## src/rtl/gcd_client.sv

```systemverilog
// gcd_client: hardware initiator for a GCD unit's val/rdy operand/result
// interface. A start pulse launches a run of num_reqs operations. Operand
// pairs begin at (base_a, base_b) and advance by (step_a, step_b) after each
// completed operation. Exactly one operation is in flight at a time, and the
// returned results are summed into a wrapping checksum.
//
// Optional build macro: GCD_CLIENT_STALL_EN
//   Adds result-side backpressure. result_rdy is asserted on at most one in
//   four WAIT cycles. Checksum and count results do not change.
//
// Parameters:
//   W      operand/result data width
//   CNT_W  width of the request count and the response counter
//
// Ports:
//   clk, reset        clock; asynchronous active-high reset
//   start             begin a run (accepted only in IDLE or DONE)
//   num_reqs          operations in the run (sampled on accepted start)
//   base_a/base_b     first operand pair (sampled on accepted start)
//   step_a/step_b     per-operation operand increments (sampled on start)
//   busy / done       run in progress / run complete
//   checksum          sum of received results, mod 2^W
//   resp_count        results received in this run
//   operands_*        operand channel towards the GCD unit
//   result_*          result channel from the GCD unit
module gcd_client #(
    parameter int unsigned W     = 16,
    parameter int unsigned CNT_W = 8
) (
    input  logic             clk,
    input  logic             reset,
    input  logic             start,
    input  logic [CNT_W-1:0] num_reqs,
    input  logic [W-1:0]     base_a,
    input  logic [W-1:0]     base_b,
    input  logic [W-1:0]     step_a,
    input  logic [W-1:0]     step_b,
    output logic             busy,
    output logic             done,
    output logic [W-1:0]     checksum,
    output logic [CNT_W-1:0] resp_count,
    output logic [W-1:0]     operands_bits_A,
    output logic [W-1:0]     operands_bits_B,
    output logic             operands_val,
    input  logic             operands_rdy,
    input  logic [W-1:0]     result_bits_data,
    input  logic             result_val,
    output logic             result_rdy
);

    localparam logic [1:0] IDLE = 2'd0;
    localparam logic [1:0] SEND = 2'd1;
    localparam logic [1:0] WAIT = 2'd2;
    localparam logic [1:0] DONE = 2'd3;

    logic [1:0]       state;
    logic [W-1:0]     a_q;
    logic [W-1:0]     b_q;
    logic [W-1:0]     step_a_q;
    logic [W-1:0]     step_b_q;
    logic [CNT_W-1:0] target;
    logic [W-1:0]     checksum_q;
    logic [CNT_W-1:0] resp_count_q;
    logic [CNT_W-1:0] resp_next;
    logic             op_fire;
    logic             res_fire;

    assign resp_next = resp_count_q + CNT_W'(1);
    assign op_fire   = operands_val && operands_rdy;
    assign res_fire  = result_val && result_rdy;

    // All outputs derive from flops that reset asynchronously, so they read
    // zero as soon as reset is raised.
    assign busy            = (state == SEND) || (state == WAIT);
    assign done            = (state == DONE);
    assign operands_val    = (state == SEND);
    assign operands_bits_A = a_q;
    assign operands_bits_B = b_q;
    assign checksum        = checksum_q;
    assign resp_count      = resp_count_q;

`ifdef GCD_CLIENT_STALL_EN
    logic [3:0] stall_cnt;
    logic       unused_stall_hi;

    // The count restarts at each operand transfer, which is the entry into
    // WAIT. The first grant therefore falls on the fourth WAIT cycle.
    always_ff @(posedge clk or posedge reset) begin
        if (reset) begin
            stall_cnt <= '0;
        end else if (op_fire) begin
            stall_cnt <= '0;
        end else if (state == WAIT) begin
            stall_cnt <= stall_cnt + 4'd1;
        end
    end

    assign result_rdy      = (state == WAIT) && (stall_cnt[1:0] == 2'b11);
    assign unused_stall_hi = ^stall_cnt[3:2];
`else
    assign result_rdy = (state == WAIT);
`endif

    always_ff @(posedge clk or posedge reset) begin
        if (reset) begin
            state        <= IDLE;
            a_q          <= '0;
            b_q          <= '0;
            step_a_q     <= '0;
            step_b_q     <= '0;
            target       <= '0;
            checksum_q   <= '0;
            resp_count_q <= '0;
        end else begin
            case (state)
                IDLE, DONE: begin
                    if (start) begin
                        a_q          <= base_a;
                        b_q          <= base_b;
                        step_a_q     <= step_a;
                        step_b_q     <= step_b;
                        target       <= num_reqs;
                        checksum_q   <= '0;
                        resp_count_q <= '0;
                        state        <= (num_reqs == '0) ? DONE : SEND;
                    end
                end
                SEND: begin
                    if (op_fire) begin
                        state <= WAIT;
                    end
                end
                WAIT: begin
                    if (res_fire) begin
                        checksum_q   <= checksum_q + result_bits_data;
                        resp_count_q <= resp_next;
                        a_q          <= a_q + step_a_q;
                        b_q          <= b_q + step_b_q;
                        state        <= (resp_next == target) ? DONE : SEND;
                    end
                end
                default: state <= IDLE;
            endcase
        end
    end

endmodule

```

## config.mk

```make
export PLATFORM = sky130hd
export DESIGN_NAME = gcd_client
export DESIGN_NICKNAME = d
export VERILOG_FILES = /design/src/rtl/gcd_client.sv
export SDC_FILE = /design/constraint.sdc
export NUM_CORES = 1
export LEC_CHECK = 0
export CAP_MARGIN = 20
export CORE_MARGIN = 3
export CORE_UTILIZATION = 30
export DETAILED_ROUTE_END_ITERATION = 7
export GPL_TIMING_DRIVEN = 0
export PLACE_DENSITY = 0.55
export SETUP_SLACK_MARGIN = 0.05
export SYNTH_ARGS = -nofsm -noshare
export SYNTH_HDL_FRONTEND = slang
export SYNTH_SLANG_ARGS = --single-unit
```

## constraint.sdc

```tcl
create_clock -name clk -period 7 [get_ports clk]
set_input_delay 1.4 -clock clk [delete_from_list [all_inputs] [get_ports clk]]
set_output_delay 1.4 -clock clk [all_outputs]
set_load 0.05 [all_outputs]
```

==> metrics.cfg <==
[drt]
drt_iter0_drc = 211
dr.pass1.iters = 4
routed_wl_mm = 19.3
drtAntennaViolNets = 0
route.detailed.drc = 0
viasPerCell = 4.94
wl_per_cell_um = 17.5
via_count = 5438

[layout]
area_growth_pct = 34.1
drive_above_1_share_pct = 9.15
stdcell_count = 1101
finalNetCount = 972
antenna_cells = 0

[grt]
grt_usage_pct = 17.0
grt_max_degree = 56
grt.overflow.total = 0
grt_pass1_wl_mm = 29.9
antenna_found_initial = 0
grt_pass1_vias = 5512

[critical_path]
crit_path_max_fanout = 3
critPathKind = input pin to register
cp.arrival_ns = 4.03
slowest_stage = o41ai_1
endpoint_kind = register
cp_data_required_time_ns = 7.28
cp_top_family = compound AO/OA/AOI/OAI gates
cpPeakStageDelay_ns = 0.61
path_buf_inv = 1
cp-start-kind = input pin
crit_chain = clkdlybuf4s50_1 > ha_1 > a21o_1 > a21oi_1 > o21a_1 > o41ai_1 > o21ai_1 > a211oi_1 > a21oi_1 > o21ai_1

[sta]
final-max-slew-violation-count = 0
worst_pin_slew_ns = 0.990
fin_crit_sh_pct = 53.6
fin_skew_ns = 0.0101
fin_ws_ns = 3.25
fin_tns_setup_ns = 0
fmax_mhz = 266
hold_viol = 0
finalCriticalPeriod_ns = 3.75
setup_viol = 0
grt_setup_unrepaired = false
slew_headroom_pct = 34.0

[power]
leakage_nw = 3.68
ir_drop_v = 0.000252
p_comb_share_pct = 67.0
power_switching_mw = 2.29
power_density_mw_per_mm2 = 548
seq_power_share_pct = 22.5
p_clk_share_pct = 10.5
intPower_mw = 2.38
switching_share_pct = 49.0
power_mw = 4.67

[placement]
detailedPlace.worstSlack_ns = 2.91
place_congestion = 0.798
io_buffers = 152
dp_cells = 1085
hpwl_mm = 14.5

[yosys]
syn_nets = 808
synthFlopType = dfrtp_1
async_flop_share_pct = 100
synth_area_mm2 = 0.00636
ys_seq_area_share_pct = 38.6
ys_types = 68
synth-edff-count = 0
syn-mean-instance-area_um2 = 9.60
synth-seq-cells = 98
syn_inst = 662
ys.warnings.count = 0

[clock_network]
cts_resized = 0
cts_tree = done
clockRootBuffer = clkbuf_16
post_cts_buffers = 0
clk-insertion-delay-late_ns = 0.35
clockBufferDepth = 2
htree_levels = 3
cts.sinks = 98
clk_pin_slew_worst_paths_ns = 0.07
cts_hold_buffers = 0
cts_buffers = 9

[flow_run]
drv_cap = 0

[floorplan]
core_mm2 = 0.0205
die_h_um = 152
io_pins = 153
dieArea_mm2 = 0.0230
std_cell_rows = 52
die_w_um = 152
start_util_pct = 31.0

[worst_hold_path]
min_path_type = register to register

[run_status]
status = complete, no violations

==> per-layer routing <==
| metal | global-route usage (%) | wire length (um) |
|---|---|---|
| met5 | 0 | 0 |
| met4 | 3.82 | 213 |
| met3 | 4.64 | 1320 |
| met2 | 27.5 | 8760 |
| met1 | 22.7 | 9010 |
==> cells by family after synthesis <==
| family | Yosys count | share of synthesized area, % |
|---|---|---|
| AO/OA/AOI/OAI | 197 | 19.6 |
| buffers and inverters | 50 | 3.39 |
| multiplexers | 46 | 8.03 |
| adder cells (fa/ha/maj) | 53 | 10.8 |
| XOR/XNOR | 47 | 6.48 |
| flip-flops | 98 | 38.6 |
| AND/OR/NAND/NOR | 171 | 13.1 |
==> final timing paths <==
check,from,end,slack [ns],cells after the start
max in group asynchronous,reset,operands_bits_A[7],4.83,3
min in group asynchronous,reset,operands_bits_B[1],1.47,2
worst min register to register,step_a_q[13],step_a_q[13],0.51,1
worst max register to register,state[0],operands_bits_B[13],4.04,8
worst max-delay path,result_bits_data[1],checksum[15],3.25,10
worst min-delay path,step_a_q[13],step_a_q[13],0.51,1
==> synth_stat cells (all sizes together), types with 4 or more instances <==
master  number  share of area, %
a211oi       6              0.79
o21bai       7               1.0
mux2        40               7.1
inv         26               1.5
dfrtp       98                39
or2          4              0.39
a21o        18               2.1
ha          50               9.8
and3         9              0.89
a221o        5              0.81
o21a         7              0.83
clkbuf      22               1.6
a31oi        5              0.73
o211ai       4              0.47
xor2        26               3.6
nor2        34               2.0
o21ai       54               4.3
mux2i        6              0.94
nor3        16               1.3
nand2b       5              0.49
a21oi       67               5.3
or3         11               1.2
xnor2       21               2.9
nand3       10              0.79
nor4         4              0.39
nand2       61               3.6
==> power groups by stage <==
stage / Sequential, mW / Combinational, mW / Clock [mW]
finish: 1.05 / 3.13 / 0.489
floorplan: 1.48 / 1.87 / 0
detailed placement: 1.07 / 3.14 / 0
CTS: 1.06 / 3.16 / 0.509
global placement: 1.06 / 3.12 / 0
global route: 1.09 / 3.44 / 0.526
==> final cells by class <==
type / count / area [um2]
fillers: 2067 / 12000
clock buffers: 10 / 239
clock inverters: 6 / 41.3
multi-input cells: 514 / 3690
inverters: 26 / 100
plain buffers: 24 / 118
well taps: 270 / 338
repair buffers: 153 / 1550
flip-flops and latches: 98 / 2450
==> flip-flops by register name, summed over array words and instances, names as in the netlist <==
name,cells
step_a_q,16
target,8
resp_count,8
step_b_q,16
operands_bits_B,16
operands_bits_A,16
state,2
checksum,16
==> cell usage in the layout (no fill, tap or decap), types with 10 or more instances in the layout <==
master           synthesis  routed
inv_1                   26      25
nor3_1                  15      15
a21oi_1                 66      66
nor2_1                  33      33
dfrtp_1                 98      98
nand3_1                 10      10
o21ai_1                 15      15
clkdlybuf4s50_1          0     152
nand2_1                 61      61
xor2_1                  26      26
xnor2_1                 21      21
mux2_2                  40      40
a21o_1                  17      17
clkbuf_1                20      20
or3_1                   10      10
o21ai_0                 38      38
ha_1                    50      50
==> per-stage QoR <==
| stage | cell area [um2] | hold WS [ns] | util [%] |
|---|---|---|---|
| CTS | 8530 | 0.517 | 41.6 |
| global placement | 8220 | 0.492 | 40.1 |
| global route | 8530 | 0.539 | 41.6 |
| finish | 8530 | 0.511 | 41.6 |
| floorplan | 6360 | 0.479 | - |
| detailed placement | 8250 | 0.500 | 40.2 |
Note: power is estimated with default switching activity, not from simulation.
==> RTL change 1, RTL diff (same flow settings) <==
Add a define of `GCD_CLIENT_STALL_EN`.
--- a/src/rtl/gcd_client.sv
+++ b/src/rtl/gcd_client.sv
@@ -23,6 +23,8 @@
 //   resp_count        results received in this run
 //   operands_*        operand channel towards the GCD unit
 //   result_*          result channel from the GCD unit
+`define GCD_CLIENT_STALL_EN
+
 module gcd_client #(
     parameter int unsigned W     = 16,
     parameter int unsigned CNT_W = 8
Function: changed (a bounded check fails within 4 cycles, from zero or initial values and one cycle with reset high).
==> RTL change 1 against the original RTL <==
Sequential cell count grew 2; count of clock-buffer cells in the layout grew 2; final area grew 0.88%; total power shrank 15%; synthesized cell count shrank 0.15%; routed wire length grew 1.6%; setup slack gained 0.041 ns; final cell count is essentially flat; area after synthesis grew 1.1%.
==> RTL change 1: results (changes against the original RTL) <==
| Metric | Value |
|---|---|
| Slew of the pin with the lowest slew margin | 0.903 ns (-0.0861 ns) |
| Worst hold-check slack | 0.512 ns (+0.00163 ns) |
| Share of synthesized cell area in full adder, half adder and majority cells | 0.109 (+0.000792) |
| Area post-placement | 8310 µm² (+0.83%) |
| Fillcell total | 2075 (+0.39%) |
| Initial antenna violation count | 1 (+1) |
| Leading post-synthesis cells by cell area | dfrtp_1 (39%), ha_1 (9.9%), mux2_2 (7.4%), o21ai_0 (4.6%), a21oi_1 (4.5%) |
| Met3 Use GR | 0.0409 (-0.00550) |
| Detailed-routed wire length on met3 | 1220 µm (-8.0%) |
| Part of the Yosys area used for sequential elements | 0.389 (+0.00366) |
| GR Layer Usage met2 | 0.279 (+0.00427) |
| Number of global-route vias before repair | 5621 (+2.0%) |
| Post-Synthesis Cells | 661 (-0.15%) |
| Mux contribution to synthesized area | 0.0939 (+0.0136) |
| Via count normalized by instance count | 5.05 (+2.2%) |
| Place WS | 2.91 ns (-0.0000300 ns) |
| Fraction of final layout cells with drive strength greater than 1 | 0.0904 (-0.00109) |
| GRT met1 Usage | 0.227 (about the same) |
| Detail Route met2 WL | 9000 µm (+2.8%) |
| HPWL after detailed placement | 14800 µm (+1.9%) |
| Depth of the worst register-to-register path | 9 (+1) |
| Weighted congestion reported at the end of routability-driven placement | 0.769 (-3.5%) |
| Post-detailed-route wirelength per cell | 17.8 µm (+1.7%) |
| Setup slack of the worst register-to-register path | 4.21 ns (+0.17 ns) |
| Status | finished, final reports clean |
-- RTL change 1: cell count changes in the layout (fill, tap and decap cells not counted), moves of 5 or more --
cell     change
o21ai_1     -14
xor2_1       -5
nor3_1       -6
a31oi_1      +6
a21oi_1      -8
a22oi_1      +6
or3_1        -7
mux2i_1      +7
xnor2_1      +6
inv_1       -12
o21ai_0     +21
-- RTL change 1: final cells by class --
class,count,area [µm²],area share
Timing Repair Buffer,153,1550,0.180
Clock buffer,12,236,0.0275
Sequential cell,100,2500,0.291
Multi-Input combinational cell,524,3760,0.438
Buffer,23,105,0.0122
Tap cell,270,338,0.0393
Clock inverter,4,50.0,0.00582
Inverter,14,55.1,0.00640
-- RTL change 1: power by group through the flow --
stage                     registers, mW  clock network, mW  logic (mW)
after detailed placement          0.999                  0        2.48
after global routing               1.02              0.550        2.73
after global placement            0.993                  0        2.46
after floorplan                    1.25                  0        1.53
after CTS                         0.989              0.533        2.49
final                             0.990              0.510        2.47
-- RTL change 1: how the worst min path moves through the flow --
stage | from | end | cells after the start
3_5_place_dp | operands_bits_B[11] | operands_bits_B[11] | 1
4_1_cts | step_b_q[3] | step_b_q[3] | 1
5_1_grt | step_b_q[3] | step_b_q[3] | 1
3_3_place_gp | step_b_q[8] | step_b_q[8] | 1
2_1_floorplan | step_a_q[0] | step_a_q[0] | 1
6_report | operands_bits_B[11] | operands_bits_B[11] | 1
-- RTL change 1: critical path, stage by stage --
cell and delay, ns:
clkdlybuf4s50_1 0.41, ha_1 0.32, o21a_1 0.22, o21a_1 0.19
o31ai_1 0.35, mux2_2 0.38, a31o_2 0.23, or3_1 0.36
o311ai_1 0.09
==> RTL change 2, RTL diff (config.mk and constraints unchanged) <==
Made on the original files. Put one more register stage on the output `resp_count`, cleared by the reset. The value now appears one clock later. The other outputs are not delayed to match.
--- a/src/rtl/gcd_client.sv
+++ b/src/rtl/gcd_client.sv
@@ -77,7 +77,13 @@
     assign operands_bits_A = a_q;
     assign operands_bits_B = b_q;
     assign checksum        = checksum_q;
-    assign resp_count      = resp_count_q;
+    always_ff @(posedge clk or posedge reset) begin
+        if (reset) begin
+            resp_count <= '0;
+        end else begin
+            resp_count <= resp_count_q;
+        end
+    end
 
 `ifdef GCD_CLIENT_STALL_EN
     logic [3:0] stall_cnt;
Formal check against the unedited RTL: not equivalent (a bounded check fails within 4 cycles, from zero or initial values and one cycle with reset high).
==> RTL change 2 against the original RTL <==
Hold slack got worse by 0.062 ns; routed wire length decreased by 7.8%; global-route usage decreased by 0.91 points; setup slack got worse by 0.30 ns; final area about the same; combinational power decreased by 5%; total power decreased by 1.2%; area after synthesis decreased by 0.51%; sequential cell count increased by 8; critical path type unchanged; largest cell class unchanged; highest routed layer is now met5.
==> RTL change 2: results (changes against the original RTL) <==
| Metric | Value |
|---|---|
| Most common flop cell mapped by yosys | dfrtp_1 |
| Part of the Yosys area used for sequential elements | 0.419 (+0.0336) |
| Number of buffers on the longest clock path | 2 (unchanged) |
| Finished Layout Cells | 1063 (-3.5%) |
| Clock latency at the later pin of the worst-skew pair | 0.35 ns (about the same) |
| Syn Nets | 770 (-4.7%) |
| Number of distinct library cells after synthesis | 56 (-18%) |
| Clock transition at path regs | about 0.080 ns |
| Setup slack of the worst register-to-register path | 3.94 ns (-0.10 ns) |
| Via count normalized by instance count | 4.85 (-1.9%) |
| Pin count of the biggest net entering global routing | 59 (+5.4%) |
| Total iterations of the first detailed-routing run | 4 (unchanged) |
| Number of nets at the end of the flow | 934 (-3.9%) |
| Number of cells on the worst hold path | 0 (-1) |
| Depth of the worst register-to-register path | 10 (+2) |
| Pleak | 3.75 nW (+1.9%) |
| Capture endpoint of the worst hold path | resp_count[7] |
| Hold crit path type | reg2reg |
| Area post-placement | 8210 µm² (-0.39%) |
| All-Layer GR Usage | 0.160 (-0.00912) |
| Leading post-synthesis cells by cell area | dfrtp_1 (42%), ha_1 (9.9%), mux2_2 (7.1%), a21oi_1 (5.4%), o21ai_0 (4.0%) |
| Worst max-slew margin expressed relative to the limit | 0.501 (+0.160) |
| Most used standard cells in the synthesized netlist | dfrtp_1 (106), a21oi_1 (68), ha_1 (50), o21ai_0 (50), nand2_1 (49) |
| Global-route wire length before repair | 28300 µm (-5.4%) |
| Status | finished, final reports clean |
| Deepest level of the CTS H-tree | 3 (unchanged) |
| Capture point of the worst reg-to-reg path | operands_bits_A[14] |
| HPWL after detailed placement | 13700 µm (-5.6%) |
| Fraction of final layout cells with drive strength greater than 1 | 0.0807 (-0.0107) |
| Share of async-settable or async-resettable flops after synthesis | 1.00 (unchanged) |
| Maximum vdd ir drop | 0.252 mV (-0.29%) |
| Yosys Warn Count | 0 (unchanged) |
| Initial antenna violation count | 1 (+1) |
| Largest driver fanout on the critical path | 3 (unchanged) |
| Post-Synthesis Cells | 624 (-5.7%) |
| Worst clock skew | 0.00866 ns (-0.00148 ns) |
| Total detailed-routing wirelength | 17800 µm (-7.8%) |
| Crit path DAT | 4.33 ns (+0.30 ns) |
| Post-placement cell count | 1047 (-3.5%) |
| Cts bufs inserted | 9 (unchanged) |
| Reg-to-reg critical path startpoint | operands_bits_A[0] |
| Detailed Route Iter0 Violations | 248 (+18%) |
| Weighted congestion reported at the end of routability-driven placement | 0.838 (+5.1%) |
| Number of antenna repair diodes | 0 (unchanged) |
| Launch point of the worst hold path | resp_count_q[7] |
| Final core occ | 0.416 (about the same) |
## RTL change 2: cell count changes after synthesis, moves of 5 or more
cell     before  now
buf_1         1    6
nand2_1      61   49
inv_1        26   17
nor2_1       33   27
xnor2_1      21   27
o21ai_1      15    0
a21o_1       17   32
o21ai_0      38   50
or3_1        10    1
dfrtp_1      98  106
xor2_1       26   21
nor3_1       15    3
## RTL change 2: where the power goes
part	switching [mW]	total, mW	internal, mW
clock network	0.249	0.532	0.284
logic	1.72	2.98	1.25
registers	0.223	1.11	0.886
total	2.19	4.62	2.42
## RTL change 2: metal layers
metal | part of all wire | track usage
met2 | 0.46 | 0.254
met1 | 0.47 | 0.220
met3 | 0.060 | 0.0434
met5 | 0.00073 | 0
met4 | 0.011 | 0.0376
## RTL change 2: area by class of cell
class                           instances  area, µm²
Sequential cell                       106       2650
Inverter                               17       66.3
Buffer                                 22       82.6
Tap cell                              270        338
Multi-Input combinational cell        479       3520
Clock buffer                            9        225
Timing Repair Buffer                  153       1550
Fill cell                            2017      12000
Clock inverter                          7       81.3
## RTL change 2: worst max path at each step
stage | start | endpoint | slack (ns) | cells after the start
global route | result_bits_data[1] | checksum[15] | 2.67 | 10
finish | result_bits_data[1] | checksum[15] | 2.95 | 10
floorplan | reset | checksum[0] | 2.81 | 1
global placement | reset | step_b_q[5] | 0.92 | 2
detailed placement | result_bits_data[1] | checksum[15] | 2.59 | 10
CTS | result_bits_data[1] | checksum[15] | 2.95 | 10
## RTL change 2: kinds of logic (layout without fill, tap and decap cells)
family | after synthesis | after routing | share of synthesized area
AND/OR/NAND/NOR | 127 | 127 | 0.0940
adder cells (fa/ha/maj) | 53 | 53 | 0.108
AO/OA/AOI/OAI | 203 | 203 | 0.205
buffers and inverters | 39 | 208 | 0.0231
flip-flops | 106 | 106 | 0.419
XOR/XNOR | 48 | 48 | 0.0665
multiplexers | 48 | 48 | 0.0839
## RTL change 2: metrics by stage
stage	hold slack [ns]	setup slack [ns]	power, mW
after global routing	0.460	2.67	5.02
final	0.448	2.95	4.62
after CTS	0.444	2.95	4.68
after detailed placement	0.426	2.59	4.11
after global placement	0.425	0.919	4.09
after floorplan	0.401	2.81	3.30
## RTL change 2: critical path, stage by stage
cell and delay [ns]:
clkdlybuf4s50_1 0.50, ha_1 0.24, a211oi_1 0.33, o21ai_0 0.21
a2111oi_0 0.61, o21ai_0 0.28, a41oi_1 0.32, xor2_1 0.21
a21oi_1 0.09, o22ai_1 0.15
